[src/rtl/pipe_stage_reg.sv]
// pipe_stage_reg -- valid/ready pipeline register stage with hazard stall,
// flush, and a saturating bubble counter.
//
// Build option:
//   PIPE_STAGE_SKID_EN  defined   : two-entry stage (main + skid register),
//                                   o_ready registered, no combinational path
//                                   from i_ready/i_stall to o_ready.
//                       undefined : single register, o_ready computed
//                                   combinationally from the downstream side.
//
// All state updates on the rising edge of i_clk; i_reset is synchronous and
// active-high and dominates flush and every transfer.

module pipe_stage_reg #(
  parameter int unsigned       DATA_W      = 64,
  parameter logic [DATA_W-1:0] BUBBLE_DATA = '0,
  parameter int unsigned       CNT_W       = 16
) (
  input  logic              i_clk,
  input  logic              i_reset,
  input  logic              i_valid,
  input  logic [DATA_W-1:0] i_data,
  output logic              o_ready,
  output logic              o_valid,
  output logic [DATA_W-1:0] o_data,
  input  logic              i_ready,
  input  logic              i_stall,
  input  logic              i_flush,
  output logic [CNT_W-1:0]  o_bubble_cnt
);

  // FSM encoding kept as plain constants so older tools and waveform
  // scripts that decode the raw value keep working.
  localparam logic [1:0] ST_EMPTY = 2'd0;
  localparam logic [1:0] ST_FULL  = 2'd1;
`ifdef PIPE_STAGE_SKID_EN
  localparam logic [1:0] ST_SKID  = 2'd2;
`endif

  localparam logic [CNT_W-1:0] CNT_ONE = {{(CNT_W-1){1'b0}}, 1'b1};
  localparam logic [CNT_W-1:0] CNT_MAX = {CNT_W{1'b1}};

  logic [1:0]        state_q, state_d;
  logic [DATA_W-1:0] main_q, main_d;
`ifdef PIPE_STAGE_SKID_EN
  logic [DATA_W-1:0] skid_q, skid_d;
  logic              ready_q;
`endif
  logic              up_xfer;
  logic              dn_xfer;
  logic [CNT_W-1:0]  cnt_q;

  // Handshake qualifiers: a stall looks exactly like downstream not ready.
  assign o_valid = (state_q != ST_EMPTY);
  assign dn_xfer = o_valid & i_ready & ~i_stall;
  assign up_xfer = i_valid & o_ready;

`ifdef PIPE_STAGE_SKID_EN
  // Ready is a flop: the skid entry absorbs the one beat that can arrive
  // while downstream backpressure is still propagating upstream.
  assign o_ready = ready_q;
`else
  // Without a skid entry the stage can only take a beat if it is empty or
  // the held beat leaves in the same cycle.
  assign o_ready = ~o_valid | (i_ready & ~i_stall);
`endif

  // The main register is only meaningful while valid; mask it otherwise so
  // the bubble value is guaranteed on the bus.
  assign o_data       = o_valid ? main_q : BUBBLE_DATA;
  assign o_bubble_cnt = cnt_q;

  // Next-state and register-load decode; flush overrides every transfer.
  always_comb begin
    // NOTE: every output of this block gets a default first so no path
    // through the case leaves a signal unassigned (which would infer a latch).
    state_d = state_q;
    main_d  = main_q;
`ifdef PIPE_STAGE_SKID_EN
    skid_d  = skid_q;
`endif
    if (i_flush) begin
      state_d = ST_EMPTY;
      main_d  = BUBBLE_DATA;
`ifdef PIPE_STAGE_SKID_EN
      skid_d  = BUBBLE_DATA;
`endif
    end else begin
      case (state_q)
        ST_EMPTY: begin
          if (up_xfer) begin
            state_d = ST_FULL;
            main_d  = i_data;
          end
        end
        ST_FULL: begin
          if (up_xfer && dn_xfer) begin
            // Full throughput: the new beat replaces the departing one.
            main_d = i_data;
          end else if (dn_xfer) begin
            state_d = ST_EMPTY;
            main_d  = BUBBLE_DATA;
`ifdef PIPE_STAGE_SKID_EN
          end else if (up_xfer) begin
            // Downstream blocked but ready was already high: park the beat.
            state_d = ST_SKID;
            skid_d  = i_data;
`endif
          end
        end
`ifdef PIPE_STAGE_SKID_EN
        ST_SKID: begin
          // o_ready is low here, so only a drain can happen; the older beat
          // leaves and the parked one moves up, keeping order.
          if (dn_xfer) begin
            state_d = ST_FULL;
            main_d  = skid_q;
            skid_d  = BUBBLE_DATA;
          end
        end
`endif
        default: begin
          state_d = ST_EMPTY;
          main_d  = BUBBLE_DATA;
        end
      endcase
    end
  end

  // State and main payload register.
  always_ff @(posedge i_clk) begin
    // NOTE: sequential state uses non-blocking assignments so every flop
    // samples the pre-edge values, independent of block ordering.
    if (i_reset) begin
      state_q <= ST_EMPTY;
      main_q  <= BUBBLE_DATA;
    end else begin
      state_q <= state_d;
      main_q  <= main_d;
    end
  end

`ifdef PIPE_STAGE_SKID_EN
  // Skid payload register and registered ready.
  always_ff @(posedge i_clk) begin
    // NOTE: the payload registers are reset too, so the bubble value is
    // present from the first edge and no X can leak to o_data.
    if (i_reset) begin
      skid_q  <= BUBBLE_DATA;
      ready_q <= 1'b1;
    end else begin
      skid_q  <= skid_d;
      ready_q <= (state_d != ST_SKID);
    end
  end
`endif

  // Saturating count of cycles with no valid output; flush does not touch it.
  always_ff @(posedge i_clk) begin
    if (i_reset) begin
      cnt_q <= '0;
    end else if (!o_valid && (cnt_q != CNT_MAX)) begin
      cnt_q <= cnt_q + CNT_ONE;
    end
  end

endmodule

[config.mk]
export PLATFORM = sky130hd
export DESIGN_NAME = pipe_stage_reg
export DESIGN_NICKNAME = d
export VERILOG_FILES = /design/src/rtl/pipe_stage_reg.sv
export SDC_FILE = /design/constraint.sdc
export NUM_CORES = 1
export LEC_CHECK = 0
export ABC_AREA = 1
export ABC_CLOCK_PERIOD_IN_PS = 1620
export BUFFER_PORTS_ARGS = -buffer_cell sky130_fd_sc_hd__buf_4
export CORE_ASPECT_RATIO = 0.9
export CORE_UTILIZATION = 49
export CTS_BUF_LIST = sky130_fd_sc_hd__clkbuf_16
export DETAILED_ROUTE_END_ITERATION = 8
export PLACE_DENSITY = 0.8
export SYNTH_ARGS = -nofsm -noshare
export SYNTH_HDL_FRONTEND = slang
export SYNTH_SLANG_ARGS = --single-unit
[constraint.sdc]
create_clock -name i_clk -period 1.62 [get_ports i_clk]
set_input_delay 0.081 -clock i_clk [delete_from_list [all_inputs] [get_ports i_clk]]
set_output_delay 0.081 -clock i_clk [all_outputs]
set_load 0.05 [all_outputs]
## Word level (Yosys, flattened, before mapping)

Index checks and enable logic that the tools add are counted.
Widths: inputs -> output; s select.

- Input bits: 70
- Bits in registers: 82
- Word-level logic and storage cells: 34
- Output and inout port bits: 82

- Equality and inequality tests: 6
- Bitwise logic cells: 7
- Add/subtract/negate cells: 1
- Reductions and logical operators: 8
- Muxes and demuxes: 9

Operators with widths:

| kind | count |
|---|---|
| $mux 64 | 4 |
| $pmux 64 s2 | 1 |
| $add 16x1->16 const B | 1 |
| $ne 16x16->1 const B | 1 |
| $mux 2 | 3 |
| $ne 2x2->1 const B | 3 |
| $and 1x1->1 | 4 |
| $pmux 2 s2 | 1 |
| $ne 3x3->1 const B | 1 |
| $reduce_and 3->1 | 1 |
| $eq 2x1->1 const B | 1 |
| $logic_and 1x1->1 | 2 |
| $logic_not 2->1 | 1 |
| $not 1->1 | 2 |
| $reduce_and 2->1 | 1 |
| $reduce_bool 2->1 | 1 |
| $reduce_or 2->1 | 1 |
| $logic_not 1->1 | 1 |
| $or 1x1->1 | 1 |

## Longest topological paths before layout

Gate-level depths: netlist (run 1).

- Depth in word-level cells: 7
- Gate-level depth with buffers: 9

## Worst setup path before layout (run 1)

No wires, ideal clock.

- Path kind: reg2reg
- Start point: register cnt_q[0] (netlist: o_bubble_cnt[0])
- End point: register cnt_q[10] (netlist: o_bubble_cnt[10])
- Cell stages (with the launch flop): 10
- Arrival time: 1.766 ns
- Required time: 1.481 ns
- Setup time: 0.139 ns
- Buffers on the path: 1
- Period minus slack after synthesis: 1.905 ns
- Slack: -0.285 ns
- Cells stage by stage: dfxtp_1 ha_1 nand2_1 nor2_2 nand2_2 nor2_2 nor2_4 buf_6 nand2_1 a21oi_2

- Cells in the longest elaborated chain, start to end: 2

Ends and longest elaborated chain:

| what | RTL line | source |
|---|---|---|
| start: declaration | 51 | `logic [CNT_W-1:0] cnt_q;` |
| start signal: assignment | 163 | `cnt_q <= cnt_q + CNT_ONE;` |
| parallel branches: the longest is 2 deep, another holds $add 16x1->16 | - |  |

Parallel ways; which one is timed is not known.
A chain may end at the register's enable or synchronous reset.

## Worst setup path after layout (run 1)

- Start point: register state_q[0]
- End point: output o_ready

- Cells in the longest elaborated chain, start to end: 3

Ends and longest elaborated chain:

| what | RTL line | source |
|---|---|---|
| start: declaration | 43 | `logic [1:0] state_q, state_d;` |
| start signal: assignment | 138 | `state_q <= state_d;` |
| $reduce_bool 2->1 | 54 | `assign o_valid = (state_q != ST_EMPTY);` |
| $not 1->1 | 65 | `assign o_ready = ~o_valid \| (i_ready & ~i_stall);` |
| $or 1x1->1 | 65 |  |
| end: declaration | 23 | `output logic o_ready,` |

Every way passes these cells.

==> impl_metrics.json, run 1 <==
{
  "p_int_mw": 3.33,
  "ios": 152,
  "powerDensity_mw_per_mm2": 821,
  "grt_pass1_vias": 3866,
  "setup_viol": 0,
  "reg2reg_slack_ps": 120,
  "finalHoldViolCount": 0,
  "crit_fanout": 19,
  "power.share.switching_pct": 26.1,
  "p_comb_share_pct": 12.8,
  "grt_setup_unrepaired": "false",
  "syn-cell-area_mm2": 0.00394,
  "cpMaxStageDelayCell": "dfxtp_2",
  "diodes": 0,
  "place_congestion": 0.821,
  "finalCritPeriodShare_pct": 94.5,
  "clock_path_buffers": 2,
  "nets": 781,
  "leakage_nw": 2.78,
  "totalWireLength_mm": 10.5,
  "clock-root-buffer": "clkbuf_16",
  "ff2ff_path_depth": 8,
  "dp.final_hpwl_mm": 7.18,
  "min_period_ps": 1530,
  "cp.required_ps": 1540,
  "std_cell_rows": 30,
  "die_h_um": 87.1,
  "port_buffers": 151,
  "postCtsHoldBufs": 0,
  "numCtsBuffers": 9,
  "worstReg2RegEnd": "o_bubble_cnt[11]",
  "antenna_found_initial": 0,
  "crit_path_max_incr_delay_ps": 370,
  "drtIter0Drc": 157,
  "wl_per_cell_um": 13.0,
  "yosysSeqAreaShare_pct": 41.1,
  "yosysUniqueCellTypes": 25,
  "grt_overflow": 0,
  "clk_latency_ps": 330,
  "worstMarginPinSlew_ps": 500,
  "hold_path_startpoint": "i_data[57]",
  "drv_slew": 0,
  "skew_ps": 5.85,
  "worst-path-buf-inv": 2,
  "ys.warnings.count": 0,
  "tns_ps": 0,
  "grt_max_degree": 65,
  "power_frac_clock_pct": 40.8,
  "cts_tree": "yes",
  "ys_seq_elements": 81,
  "dr.pass1.iters": 5,
  "cp-end-kind": "primary output",
  "layout-drive-gt1-share_pct": 30.6,
  "crit_family": "buffers and inverters",
  "fmax_mhz": 653,
  "seqPwrFrac_pct": 46.5,
  "coreArea_mm2": 0.00766,
  "num_vias": 4249,
  "crit_type": "register to primary output",
  "max_cap_viol_count": 0,
  "die_w_um": 96.6,
  "min_path_type": "primary input to register",
  "cp.arrival_ps": 1450,
  "setup.worst_path.start_class": "register",
  "remaining_drc_errors": 0,
  "slew_headroom_pct": 66.7,
  "htree_levels": 3,
  "cts_sinks": 81,
  "route.antenna.remaining_nets": 0,
  "start_util_pct": 51.5,
  "grt_pass1_wl_mm": 16.6,
  "via_per_inst": 5.24,
  "timing.rr.start": "o_bubble_cnt[0]",
  "p_total_mw": 4.50,
  "outcome": "finished, final reports clean",
  "power_switching_mw": 1.17,
  "track_usage_pct": 25.0,
  "setup.worst_path.end": "o_ready",
  "fp.dieArea_mm2": 0.00841,
  "area_delta_synth_final_pct": 39.1,
  "worstPathCellList": "nand3b_1, nand2_2, buf_6, buf_4",
  "startpoint": "state_q[0]",
  "synthCells": 576,
  "cp.depth": 4,
  "synthesis.nets": 647,
  "clkTransAtPathRegs_ps": 60,
  "peakVddDrop_mv": 0.647,
  "avgSynthCellArea_um2": 6.84
}
cell type report:
cell class,count,area (um^2)
Timing Repair Buffer,167,1320
Tap cell,96,120
Fill cell,633,2170
Sequential cell,81,1640
Multi-Input combinational cell,373,1830
Inverter,78,293
Clock buffer,9,225
Clock inverter,7,46.3
power by group through the flow:
stage | registers, mW | clock network, mW | logic [mW]
finish | 2.09 | 1.84 | 0.576
CTS | 2.09 | 1.88 | 0.573
detailed placement | 2.13 | 0 | 0.570
global route | 2.10 | 1.95 | 0.622
global placement | 2.13 | 0 | 0.564
floorplan | 2.16 | 0 | 0.307
cell usage after synthesis:
cell	count	area (um^2)
nand4_1	6	37.5
or2_2	1	6.26
nand3_1	139	696
inv_1	78	293
buf_6	5	56.3
xnor2_1	2	17.5
xor2_1	4	35.0
buf_4	2	15.0
nand3b_1	1	7.51
nor3b_1	1	7.51
nor3_1	1	5.00
nand2_2	3	18.8
o21ai_2	1	8.76
nor2_1	17	63.8
dfxtp_1	81	1620
nand2_1	113	424
nor2_4	1	11.3
a21oi_1	69	345
nor2_2	4	25.0
a21oi_2	8	70.1
ha_1	1	12.5
buf_2	17	85.1
o21ai_0	1	5.00
clkbuf_1	16	60.1
buf_1	4	15.0
per-layer routing:
layer	GRT usage (%)	up-vias	part of all wire, %
li1	-	2118	-
met1	27.6	1974	41
met2	45.7	147	50
met3	7.42	10	8.0
met4	7.35	0	0.99
met5	0	-	0
tightest hold or removal path, delay by kind of cell:
kind | cells | cell delay, ps
AO/OA/AOI/OAI | 1 | 60
buffers and inverters | 1 | 110
AND/OR/NAND/NOR | 1 | 60
cells by family after synthesis:
logic type,Yosys count,synth area share (%)
adder cells (fa/ha/maj),1,0.317
buffers and inverters,122,13.3
XOR/XNOR,6,1.33
flip-flops,81,41.1
AND/OR/NAND/NOR,287,33.0
AO/OA/AOI/OAI,79,10.9
worst min path at each step:
stage                            endpoint  slack (ps)  cells past startpoint
after global placement         main_q[53]         360                      3
final                          main_q[57]          30                      3
after global routing            main_q[2]          20                      3
after CTS                       main_q[4]          20                      3
after floorplan           o_bubble_cnt[2]         140                      1
after detailed placement       main_q[20]         370                      3
per-stage QoR:
step | hold slack, ps | worst slack (ps) | instance area (um^2) | std cells | utilization [%]
after global placement | 363 | 138 | 5160 | 793 | 67.4
final | 25.8 | 88.6 | 5490 | 811 | 71.6
after detailed placement | 369 | 52.5 | 5160 | 793 | 67.4
after CTS | 18.6 | 27.7 | 5440 | 809 | 71.0
after global routing | 23.8 | 2.87 | 5490 | 811 | 71.6
after floorplan | 136 | 13.1 | 3970 | 576 | -
cell usage in the layout, fill, tap and decap left out, types with 6 or more instances in the layout:
cell | synthesis | routed
nand2_1 | 113 | 111
a21oi_2 | 8 | 9
dfxtp_2 | 0 | 12
inv_1 | 78 | 78
buf_4 | 2 | 160
nand4_1 | 6 | 6
nand3_1 | 139 | 139
nor2_1 | 17 | 17
clkbuf_16 | 0 | 9
dfxtp_1 | 81 | 67
a21oi_1 | 69 | 68
what timing repair did:
| action | 4_1_cts | 5_1_grt |
|---|---|---|
| setup endpoints to repair | 16 | 7 |
| pin swaps | 0 | 2 |
| resized for setup | 1 | 7 |
| buffers inserted | 0 | 2 |
state kept, by name, summed over array words and instances (netlist names):
name / cells
state_q: 1
main_q: 64
o_bubble_cnt: 16
Power figures use the tool's default switching activity.
==> inputs of run 2 (changes only) <==
--- a/config.mk
+++ b/config.mk
@@ -6,13 +6,14 @@
 export NUM_CORES = 1
 export LEC_CHECK = 0
 export ABC_AREA = 1
-export ABC_CLOCK_PERIOD_IN_PS = 1620
+export ABC_CLOCK_PERIOD_IN_PS = 1700
 export BUFFER_PORTS_ARGS = -buffer_cell sky130_fd_sc_hd__buf_4
 export CORE_ASPECT_RATIO = 0.9
 export CORE_UTILIZATION = 49
 export CTS_BUF_LIST = sky130_fd_sc_hd__clkbuf_16
 export DETAILED_ROUTE_END_ITERATION = 8
 export PLACE_DENSITY = 0.8
+export SETUP_SLACK_MARGIN = 0.15
 export SYNTH_ARGS = -nofsm -noshare
 export SYNTH_HDL_FRONTEND = slang
 export SYNTH_SLANG_ARGS = --single-unit
==> constraint.sdc (replaced) <==
create_clock -name i_clk -period 1.7 [get_ports i_clk]
set_input_delay 0.085 -clock i_clk [delete_from_list [all_inputs] [get_ports i_clk]]
set_output_delay 0.085 -clock i_clk [all_outputs]
set_load 0.05 [all_outputs]
==> run 2 against run 1 <==
Utilization up 1.2 points. First-iteration DRC count rose by 35%. Clock-buffer cell count unchanged. Global-route usage rose by 0.32 points. Sequential share of layout area down 0.45 points. Final cell count shrank 0.12%. Design area is 1.7% higher. Non-clock buffer count down 2. Power rose by 2.6%. Critical path type is now register to register. Critical endpoint is now main_q[41].
==> impl_metrics.json, run 2 (synthesis gave the netlist of run 1 again) <==
{
  "worstPathCellList": "buf_4, nand2_2, buf_4, nand2_2, buf_12, nand3_1, a21oi_1",
  "clk_latency_ps": 320,
  "min_period_ps": 1490,
  "cp-end-kind": "register",
  "fmax_mhz": 672,
  "slew_headroom_pct": 69.0,
  "fin_cells": 810,
  "finalHoldViolCount": 0,
  "dr.pass1.iters": 5,
  "grt_overflow": 0,
  "area_delta_synth_final_pct": 41.4,
  "num_vias": 4260,
  "layout-drive-gt1-share_pct": 30.5,
  "cp.arrival_ps": 1740,
  "power_frac_clock_pct": 44.7,
  "powerDensity_mw_per_mm2": 828,
  "fillers": 632,
  "cp.required_ps": 1950,
  "diodes": 0,
  "grt_pass1_vias": 3823,
  "leakage_nw": 2.84,
  "ios": 152,
  "route.antenna.remaining_nets": 0,
  "antenna_found_initial": 0,
  "power.share.switching_pct": 24.5,
  "finalCritPeriodShare_pct": 87.5,
  "power_switching_mw": 1.13,
  "drv_slew": 0,
  "largest_reg_flops": 64,
  "p_total_mw": 4.62,
  "grt_setup_unrepaired": "true",
  "via_per_inst": 5.26,
  "grt_pass1_wl_mm": 16.9,
  "setup.worst_path.start_class": "register",
  "dp_cells": 788,
  "crit_type": "register to register",
  "seqPwrFrac_pct": 43.2,
  "remaining_drc_errors": 0,
  "std_cell_rows": 30,
  "cts_tree": "yes",
  "nets": 780,
  "final_common_cell": "buf_4",
  "clock_path_buffers": 2,
  "p_int_mw": 3.49,
  "die_w_um": 96.6,
  "worstMarginPinSlew_ps": 464,
  "coreArea_mm2": 0.00766,
  "worst-path-buf-inv": 3,
  "outcome": "finished, final reports clean",
  "numCtsBuffers": 9,
  "htree_levels": 3,
  "reg2reg_slack_ps": 210,
  "die_h_um": 87.1,
  "layout_common_cells": "buf_4, nand3_1, nand2_1",
  "wl_per_cell_um": 13.5,
  "skew_ps": 5.72,
  "drtIter0Drc": 212,
  "start_util_pct": 51.5,
  "max_cap_viol_count": 0,
  "track_usage_pct": 25.3,
  "cts_sinks": 81,
  "place_congestion": 0.775,
  "postCtsHoldBufs": 0,
  "clkTransAtPathRegs_ps": 60,
  "regMostFlops": "main_q",
  "fp.dieArea_mm2": 0.00841,
  "grt_max_degree": 65,
  "tns_ps": 0,
  "worst_slack_ps": 212,
  "min_path_type": "primary input to register",
  "p_comb_share_pct": 12.2,
  "cpMaxStageDelayCell": "dfxtp_2",
  "place_ws_ps": 110,
  "crit_path_max_incr_delay_ps": 420,
  "crit_family": "buffers and inverters",
  "totalWireLength_mm": 11.0,
  "dp.final_hpwl_mm": 7.01,
  "clock-root-buffer": "clkbuf_16",
  "setup_viol": 0,
  "port_buffers": 151,
  "peakVddDrop_mv": 0.692,
  "crit_fanout": 33
}
[run 2: cell count changes in the layout (fill, tap and decap cells not counted), moves of 2 or more]
cell | before | now
clkinv_4 | 0 | 2
dfxtp_2 | 12 | 14
buf_12 | 5 | 8
clkinvlp_4 | 4 | 0
dfxtp_1 | 67 | 65
bufinv_16 | 0 | 2
buf_4 | 160 | 155
[run 2: worst paths after layout]
kind	from	end	cells past startpoint
min reg2reg	main_q[38]	main_q[38]	2
max reg2reg	state_q[0]	main_q[41]	7
max	state_q[0]	main_q[41]	7
min	i_data[16]	main_q[16]	3
[run 2: through the flow]
stage	instance area (um^2)	hold slack, ps	utilization, %
finish	5580	31.5	72.8
global route	5580	29.1	72.8
CTS	5500	24.7	71.8
detailed placement	5160	373	67.4
global placement	5160	368	67.4
floorplan	3980	140	-
[run 2: power groups by stage]
stage               registers (mW)  logic [mW]  clock network (mW)
floorplan                     2.06       0.294                   0
global route                  2.00       0.606                2.18
detailed placement            2.04       0.548                   0
CTS                           1.99       0.553                2.08
finish                        1.99       0.562                2.06
global placement              2.03       0.541                   0
[run 2: routing by layer]
layer	part of all wire, %	wire length, um	track usage (%)	up-vias
met5	0	0	0	-
met4	1.8	193	8.82	0
met3	7.9	861	7.59	16
met2	50	5470	43.0	163
met1	41	4440	30.1	1959
li1	-	-	-	2122
[run 2: timing repair]
item                       4_1_cts  5_1_grt
pin swaps                        0        6
cloned                           0        1
setup buffers                    0        5
setup endpoints to repair       12       16
resized for setup                3        5
[run 2: final cells by class]
| cell class | count | area, um^2 | share of cell area [%] |
|---|---|---|---|
| Clock buffer | 9 | 225 | 4.04 |
| Clock inverter | 7 | 93.8 | 1.68 |
| Tap cell | 96 | 120 | 2.15 |
| Multi-Input combinational cell | 374 | 1850 | 33.1 |
| Sequential cell | 81 | 1650 | 29.5 |
| Timing Repair Buffer | 165 | 1350 | 24.2 |
| Inverter | 78 | 293 | 5.25 |
[run 2: tightest hold or removal path, stage by stage]
cell and delay (ps):
buf_4 110, nand3_1 70, a21oi_1 60
